--- src/rtl/mul_flag_collect.sv ---
// ============================================================================
// mul_flag_collect: sticky IEEE fflags accumulator plus trap-record FIFO.
// Rev 1.0
// ============================================================================
`default_nettype none

module mul_flag_collect #(
  parameter int TAG_W = 4,
  parameter int DEPTH = 4
) (
  input  logic                     clk,
  input  logic                     rst_n,
  input  logic                     st_vld,
  output logic                     st_rdy,
  input  logic [4:0]               status,
  input  logic [TAG_W-1:0]         st_tag,
  input  logic                     csr_wr,
  input  logic [4:0]               csr_wdata,
  input  logic                     csr_clr,
  input  logic [4:0]               trap_en,
  output logic [4:0]               fflags,
  output logic                     trap_vld,
  input  logic                     trap_rdy,
  output logic [TAG_W-1:0]         trap_tag,
  output logic [4:0]               trap_flags,
  output logic [$clog2(DEPTH):0]   trap_cnt,
  output logic                     trap_lost
);

  localparam int PTR_W = $clog2(DEPTH);
  localparam int CNT_W = PTR_W + 1;

  logic [4:0]        r_fflags;
  logic              r_vld;
  logic [TAG_W-1:0]  r_tag;
  logic [4:0]        r_flags;
  logic [CNT_W-1:0]  r_cnt;
  logic              r_lost;
  logic [PTR_W-1:0]  r_rd;
  logic [PTR_W-1:0]  r_wr;
  logic [TAG_W-1:0]  r_mem_tag   [DEPTH];
  logic [4:0]        r_mem_flags [DEPTH];

  logic [4:0]        w_acc;
  logic [4:0]        w_tflags;
  logic              w_push_req;
  logic              w_pop;
  logic              w_full;
  logic              w_push;
  logic              w_drop;
  logic [4:0]        w_fflags_nxt;
  logic [CNT_W-1:0]  w_cnt_nxt;
  logic [PTR_W-1:0]  w_rd_nxt;
  logic [PTR_W-1:0]  w_wr_nxt;
  logic [TAG_W-1:0]  w_head_tag;
  logic [4:0]        w_head_flags;

  assign st_rdy = 1'b1;

  always_comb begin
    w_acc        = st_vld ? status : 5'b00000;
    w_tflags     = status & trap_en;
    w_push_req   = st_vld && (w_tflags != 5'b00000);
    w_pop        = r_vld && trap_rdy;
    w_full       = (r_cnt == CNT_W'(DEPTH));
    // A pop in the same cycle frees the slot, so a full FIFO can still take a push.
    w_push       = w_push_req && (!w_full || w_pop);
    w_drop       = w_push_req && w_full && !w_pop;

    if (csr_wr)
      w_fflags_nxt = csr_wdata | w_acc;
    else if (csr_clr)
      w_fflags_nxt = w_acc;
    else
      w_fflags_nxt = r_fflags | w_acc;

    w_cnt_nxt = r_cnt;
    if (w_push && !w_pop)
      w_cnt_nxt = r_cnt + CNT_W'(1);
    else if (!w_push && w_pop)
      w_cnt_nxt = r_cnt - CNT_W'(1);

    w_rd_nxt = w_pop  ? r_rd + PTR_W'(1) : r_rd;
    w_wr_nxt = w_push ? r_wr + PTR_W'(1) : r_wr;

    // The next head is the entry being written now when it lands on the new read slot.
    if (w_push && (r_wr == w_rd_nxt)) begin
      w_head_tag   = st_tag;
      w_head_flags = w_tflags;
    end else begin
      w_head_tag   = r_mem_tag[w_rd_nxt];
      w_head_flags = r_mem_flags[w_rd_nxt];
    end
  end

  always_ff @(posedge clk) begin
    if (!rst_n) begin
      r_fflags <= 5'b00000;
      r_vld    <= 1'b0;
      r_tag    <= '0;
      r_flags  <= 5'b00000;
      r_cnt    <= '0;
      r_lost   <= 1'b0;
      r_rd     <= '0;
      r_wr     <= '0;
    end else begin
      r_fflags <= w_fflags_nxt;
      r_cnt    <= w_cnt_nxt;
      r_rd     <= w_rd_nxt;
      r_wr     <= w_wr_nxt;
      r_vld    <= (w_cnt_nxt != '0);
      if (w_cnt_nxt != '0) begin
        r_tag   <= w_head_tag;
        r_flags <= w_head_flags;
      end else begin
        r_tag   <= '0;
        r_flags <= 5'b00000;
      end
      if (w_drop)
        r_lost <= 1'b1;
    end
  end

  always_ff @(posedge clk) begin
    if (w_push) begin
      r_mem_tag[r_wr]   <= st_tag;
      r_mem_flags[r_wr] <= w_tflags;
    end
  end

  assign fflags     = r_fflags;
  assign trap_vld   = r_vld;
  assign trap_tag   = r_tag;
  assign trap_flags = r_flags;
  assign trap_cnt   = r_cnt;
  assign trap_lost  = r_lost;

endmodule

`default_nettype wire

--- config.mk ---
export PLATFORM = sky130hd
export DESIGN_NAME = mul_flag_collect
export DESIGN_NICKNAME = d
export VERILOG_FILES = /design/src/rtl/mul_flag_collect.sv
export SDC_FILE = /design/constraint.sdc
export NUM_CORES = 1
export LEC_CHECK = 0
export CORE_AREA = 2 2 76 78
export CTS_CLUSTER_DIAMETER = 150
export DETAILED_ROUTE_END_ITERATION = 8
export DIE_AREA = 0 0 78 80
export PLACE_DENSITY_LB_ADDON = 0.05
export SLEW_MARGIN = 20
export SYNTH_ARGS = -nofsm -noshare
export SYNTH_HDL_FRONTEND = slang
export SYNTH_SLANG_ARGS = --single-unit
--- constraint.sdc ---
create_clock -name clk -period 2.5 [get_ports clk]
set_input_delay 0.625 -clock clk [delete_from_list [all_inputs] [get_ports clk]]
set_output_delay 0.625 -clock clk [all_outputs]
set_load 0.05 [all_outputs]
After elaboration in Yosys (flattened, before gate mapping):

Memories as Yosys holds them, arrays and structs flattened. A register that Yosys moved wholly into a read port is not among the register bits.
Index checks and enable logic that the tools add are counted.
Widths: inputs -> output; s select.

* RAM bits: 36
* memories kept: 2
* input port bits: 25
* latch bits: 0
* logic and storage cells: 40
* bits in registers: 14
* memory bits (read-only): 0
* output and inout bits: 20

* $lt $le $gt $ge: 0
* div/mod/pow operators: 0
* equality and inequality tests: 1
* bitwise logic cells: 3
* reductions and logical operators: 16
* $mul: 0
* shift operators: 0
* $add $sub $neg: 4
* multiplexer cells: 8

Memories
* r_mem_flags: depth 4, width 5, rd ports 1, clocked after memory_dff 1, wr ports 1, line 42 `logic [4:0] r_mem_flags [DEPTH];`
* r_mem_tag: depth 4, width 4, rd ports 1, clocked after memory_dff 1, wr ports 1, line 41 `logic [TAG_W-1:0] r_mem_tag [DEPTH];`

Operators by type and width (count)
* $mux 5: 3
* $or 5x5->5: 2
* $logic_and 1x1->1: 7
* $mux 3: 2
* $and 5x5->5: 1
* $logic_not 1->1: 5
* $reduce_bool 5->1: 1
* $add 2x1->2 const B: 2
* $add 3x1->3 const B: 1
* $eq 3x3->1 const B: 1
* $reduce_bool 3->1: 1
* $sub 3x1->3 const B: 1
* $mux 1: 2
* $mux 2: 1
* $reduce_and 2->1: 1
* $logic_or 1x1->1: 1

Logic depth before layout (Yosys ltp):

* word-level depth: 11
* mapped depth: 9
* gate-level depth less buffers: 7

Worst setup path after synthesis:

OpenSTA, ideal clock, no wires.

* path type: register to register
* start: register r_cnt[0], in the netlist trap_cnt[0]
* end: register r_flags[0], in the netlist trap_flags[0] (read register of r_mem_flags)
* arrival: 2.587 ns
* setup slack: -0.219 ns
* stages on the path, launching flop included: 10
* setup time: 0.132 ns
* path buffers: 2
* clock period less this slack: 2.719 ns
* cell sequence: dfxtp_1 > inv_1 > ha_1 > and2_1 > a221oi_1 > and3_1 > buf_2 > buf_4 > a311o_1 > a21oi_1

* word-level cells in the longest chain between the ends: 11

Ends and longest elaborated chain
* start, declared: line 37 `logic [CNT_W-1:0] r_cnt;`
* start signal, assigned: line 108 `r_cnt <= w_cnt_nxt;`
* $eq 3x3->1: line 65 `w_full = (r_cnt == CNT_W'(DEPTH));`
* $logic_not 1->1: line 67 `w_push = w_push_req && (!w_full || w_pop);`
* $logic_or 1x1->1: line 67
* $logic_and 1x1->1: line 67
* $logic_not 1->1: line 80 `else if (!w_push && w_pop)`
* $logic_and 1x1->1: line 80
* $mux 3: line 80
* $mux 3 *: line 78 `if (w_push && !w_pop)`
* $reduce_bool 3->1 *: line 112 `if (w_cnt_nxt != '0) begin`
* $reduce_and 2->1 (no source line) *
* $logic_not 1->1 (no source line) *
* end, declared: line 36 `logic [4:0] r_flags;`

Every way passes the cells marked *; elsewhere a longest branch is shown, timed or not.
A chain may end at the register's enable or synchronous reset.

Worst setup path in the final report:

* start: register r_cnt[2], in the netlist trap_cnt[2]
* end: output trap_cnt[2]

RTL lines
* end, declared: line 26 `output logic [$clog2(DEPTH):0] trap_cnt,`

No word-level cell between the ends.

==> impl_metrics.py <==
metrics = {
    "sta": {
        "fin_worst_skew_ps": 5.473,
        "relSlewSlack_pct": 40.64,
        "finalCriticalPeriod_ps": 2368,
        "hold_viol": 0,
        "finalCritPeriodShare_pct": 94.71,
        "rsz0062_at_grt": "false",
        "tightestPinTransition_ps": 884.0,
        "slew_viol_final": 0,
        "setup-violations-final": 0,
        "clock.fmax_ghz": 0.4224,
    },
    "finish": {
        "fillers": 419,
        "areaGrowthSynthToFinish_pct": 35.43,
        "drive_above_1_share_pct": 24.10,
        "fin_nets": 334,
        "final_cell_area_mm2": 0.003750,
        "layoutNonFillerInstCount": 379,
        "diodes": 0,
    },
    "global_routing": {
        "grt_max_degree": 21,
        "antenna_found_initial": 0,
        "globalRouteOverflowTotal": 0,
        "grt_usage_pct": 19.92,
        "grt_pass1_wl_mm": 9.370,
        "grt_pass1_vias": 1933,
    },
    "clock_network": {
        "clk_pin_slew_ps": 70,
        "clockBufferDepth": 2,
        "cts_tree": "done",
        "cts_made_buffers": 9,
        "clock_latency_ps": 330,
        "cts_hold_buffers": 0,
        "clock-root-buffer": "clkbuf_8",
        "cts_max_level": 3,
        "cts_resized": 0,
        "cts_sinks": 59,
        "postCtsSetupBuffers": 0,
    },
    "drt": {
        "vias_per_cell": 5.285,
        "wl_per_cell_um": 15.80,
        "first_iter_violations": 119,
        "drt_wl_total_mm": 5.989,
        "vias": 2003,
        "drt-pass1-iter-count": 4,
        "drcViolationCount": 0,
        "drt.antenna.violating_nets": 0,
    },
    "synthesis": {
        "ys_types": 41,
        "synthCells": 229,
        "synth_top_area_share_pct": 39.04,
        "netlist_area_mm2": 0.002769,
        "syn_avg_cell_area_um2": 12.09,
        "yosys_warnings": 0,
        "synth_commonest_cells": "edfxtp_1, nand2_1, dfxtp_1, mux2_2, and2_1",
        "synth_top_family_by_area": "compound AO/OA/AOI/OAI gates",
        "synth_most_common_cell": "edfxtp_1",
        "synth-main-ff-cell": "edfxtp_1",
        "synth.area.mux_share_pct": 9.173,
        "synthAdderAreaFrac_pct": 3.163,
        "synthSimpleGateAreaFrac_pct": 12.70,
        "syn-num-nets": 261,
        "yosysSeqAreaShare_pct": 55.67,
        "synth-compound-area-share_pct": 13.47,
        "synth_top_area_cell": "edfxtp_1",
        "synth-xor-area-share_pct": 3.344,
        "synth_area_leaders": "edfxtp_1, dfxtp_1, mux2_2, nand2_1, and2_1",
        "synth-edff-count": 36,
        "synthArstFlopShare_pct": 0,
        "synth-seq-cells": 59,
    },
    "hold_path": {
        "worstHoldStart": "trap_lost",
        "min_path_type": "flip-flop to flip-flop",
    },
    "pwr": {
        "p_leak_nw": 1.427,
        "powerDensity_mw_per_mm2": 991.1,
        "ir_drop_v": 0.0006870,
        "finalPower_mw": 3.716,
    },
    "setup_path": {
        "startpoint": "trap_cnt[2]",
        "critPathTopFamily": "buffers and inverters",
        "crit_chain": "clkdlybuf4s50_1",
        "crit_required_ps": 1880,
        "crit_arrival_ps": 1740,
        "worstPathMaxFanout": 12,
        "critPathCaptureType": "output port",
        "timing.rr.start": "trap_cnt[0]",
        "critPathSlowestCell": "clkdlybuf4s50_1",
        "critPathKind": "flip-flop to output port",
        "slowest_delay_ps": 880,
        "crit_buf_inv": 1,
        "start_kind": "flip-flop",
    },
    "floorplan": {
        "fp-row-count": 27,
        "die_h_um": 80,
        "core_area_mm2": 0.005405,
        "die_w_um": 78,
        "io_pins": 45,
        "die-area_mm2": 0.006240,
        "start_util_pct": 51.23,
    },
    "placed_design": {
        "port_buffers": 43,
        "place_inst": 362,
        "dp_hpwl_mm": 4.227,
        "routabilityCongestion": 0.7796,
        "post_dp_cell_area_mm2": 0.003495,
    },
    "flow_run": {
        "cap_violations": 0,
    },
    "status": {
        "status": "finished clean",
    },
}
==> layer usage <==
metal  share of wire [%]  global-route usage [%]
met1                  46                   25.87
met5                   0                       0
met4                 1.1                   8.772
met3                 3.6                   4.751
met2                  49                   31.90
==> cells in the final DEF, fill, tap and decap left out, drive strengths merged, types with 2 or more instances in the layout <==
master	count
a21boi	4
a21oi	10
a221oi	3
a22oi	6
a311o	9
and2	16
and3	2
buf	27
clkbuf	12
clkdlybuf4s50	37
clkinv	3
dfxtp	23
dlymetal6s2s	6
edfxtp	36
ha	7
inv	6
mux2	19
mux2i	4
nand2	32
nand4	2
nor2	2
nor2b	4
nor3b	2
o22ai	9
o31ai	2
xnor2	6
xor2	2
==> worst paths after layout <==
check	slack, ps	cells past startpoint	end
min	500	2	trap_lost
min reg2reg	500	2	trap_lost
max reg2reg	290	6	r_mem_flags[3][4]
max	130	1	trap_cnt[2]
==> report_power, final <==
part / switching [mW] / leakage, nW / total, mW / internal, mW
logic: 0.882 / 0.806 / 1.58 / 0.700
registers: 0.0953 / 0.522 / 1.28 / 1.19
clock network: 0.368 / 0.0991 / 0.850 / 0.482
==> per-stage QoR <==
stage               TNS, ps  hold WS (ps)  worst slack [ps]  utilization (%)
floorplan                 0         549.8             68.60                -
global placement      -7627         482.0            -225.8            64.65
detailed placement    -9310         482.2            -278.2            64.65
CTS                       0         497.9             75.51            68.24
global route              0         544.8             27.15            69.38
finish                    0         499.0             132.4            69.38
==> layout make-up <==
type	instances	area, um^2	share of cell area [%]
Multi-Input combinational cell	155	1190	31.73
Clock buffer	11	141.4	3.770
Clock inverter	5	52.55	1.401
Sequential cell	59	1543	41.14
Tap cell	72	90.09	2.402
Timing Repair Buffer	71	710.7	18.95
Inverter	6	22.52	0.6006
==> flip-flops by register name, indices dropped and copies added (netlist names), 2 cells and up <==
signal and count:
r_mem_flags 20, r_mem_tag 16, fflags 5, trap_flags 5, trap_tag 4, trap_cnt 3
r_rd 2, r_wr 2
==> kinds of logic (layout without fill, tap and decap cells) <==
family	after synthesis	after routing
other	1	1
adders and majority gates	7	7
DFF	59	59
xor gates and xnor gates	9	9
and+or+nand+nor	67	67
muxes	23	23
AOI/OAI and AO/OA	48	48
buffers and inverters	15	93
(Power assumes the default switching activity.)
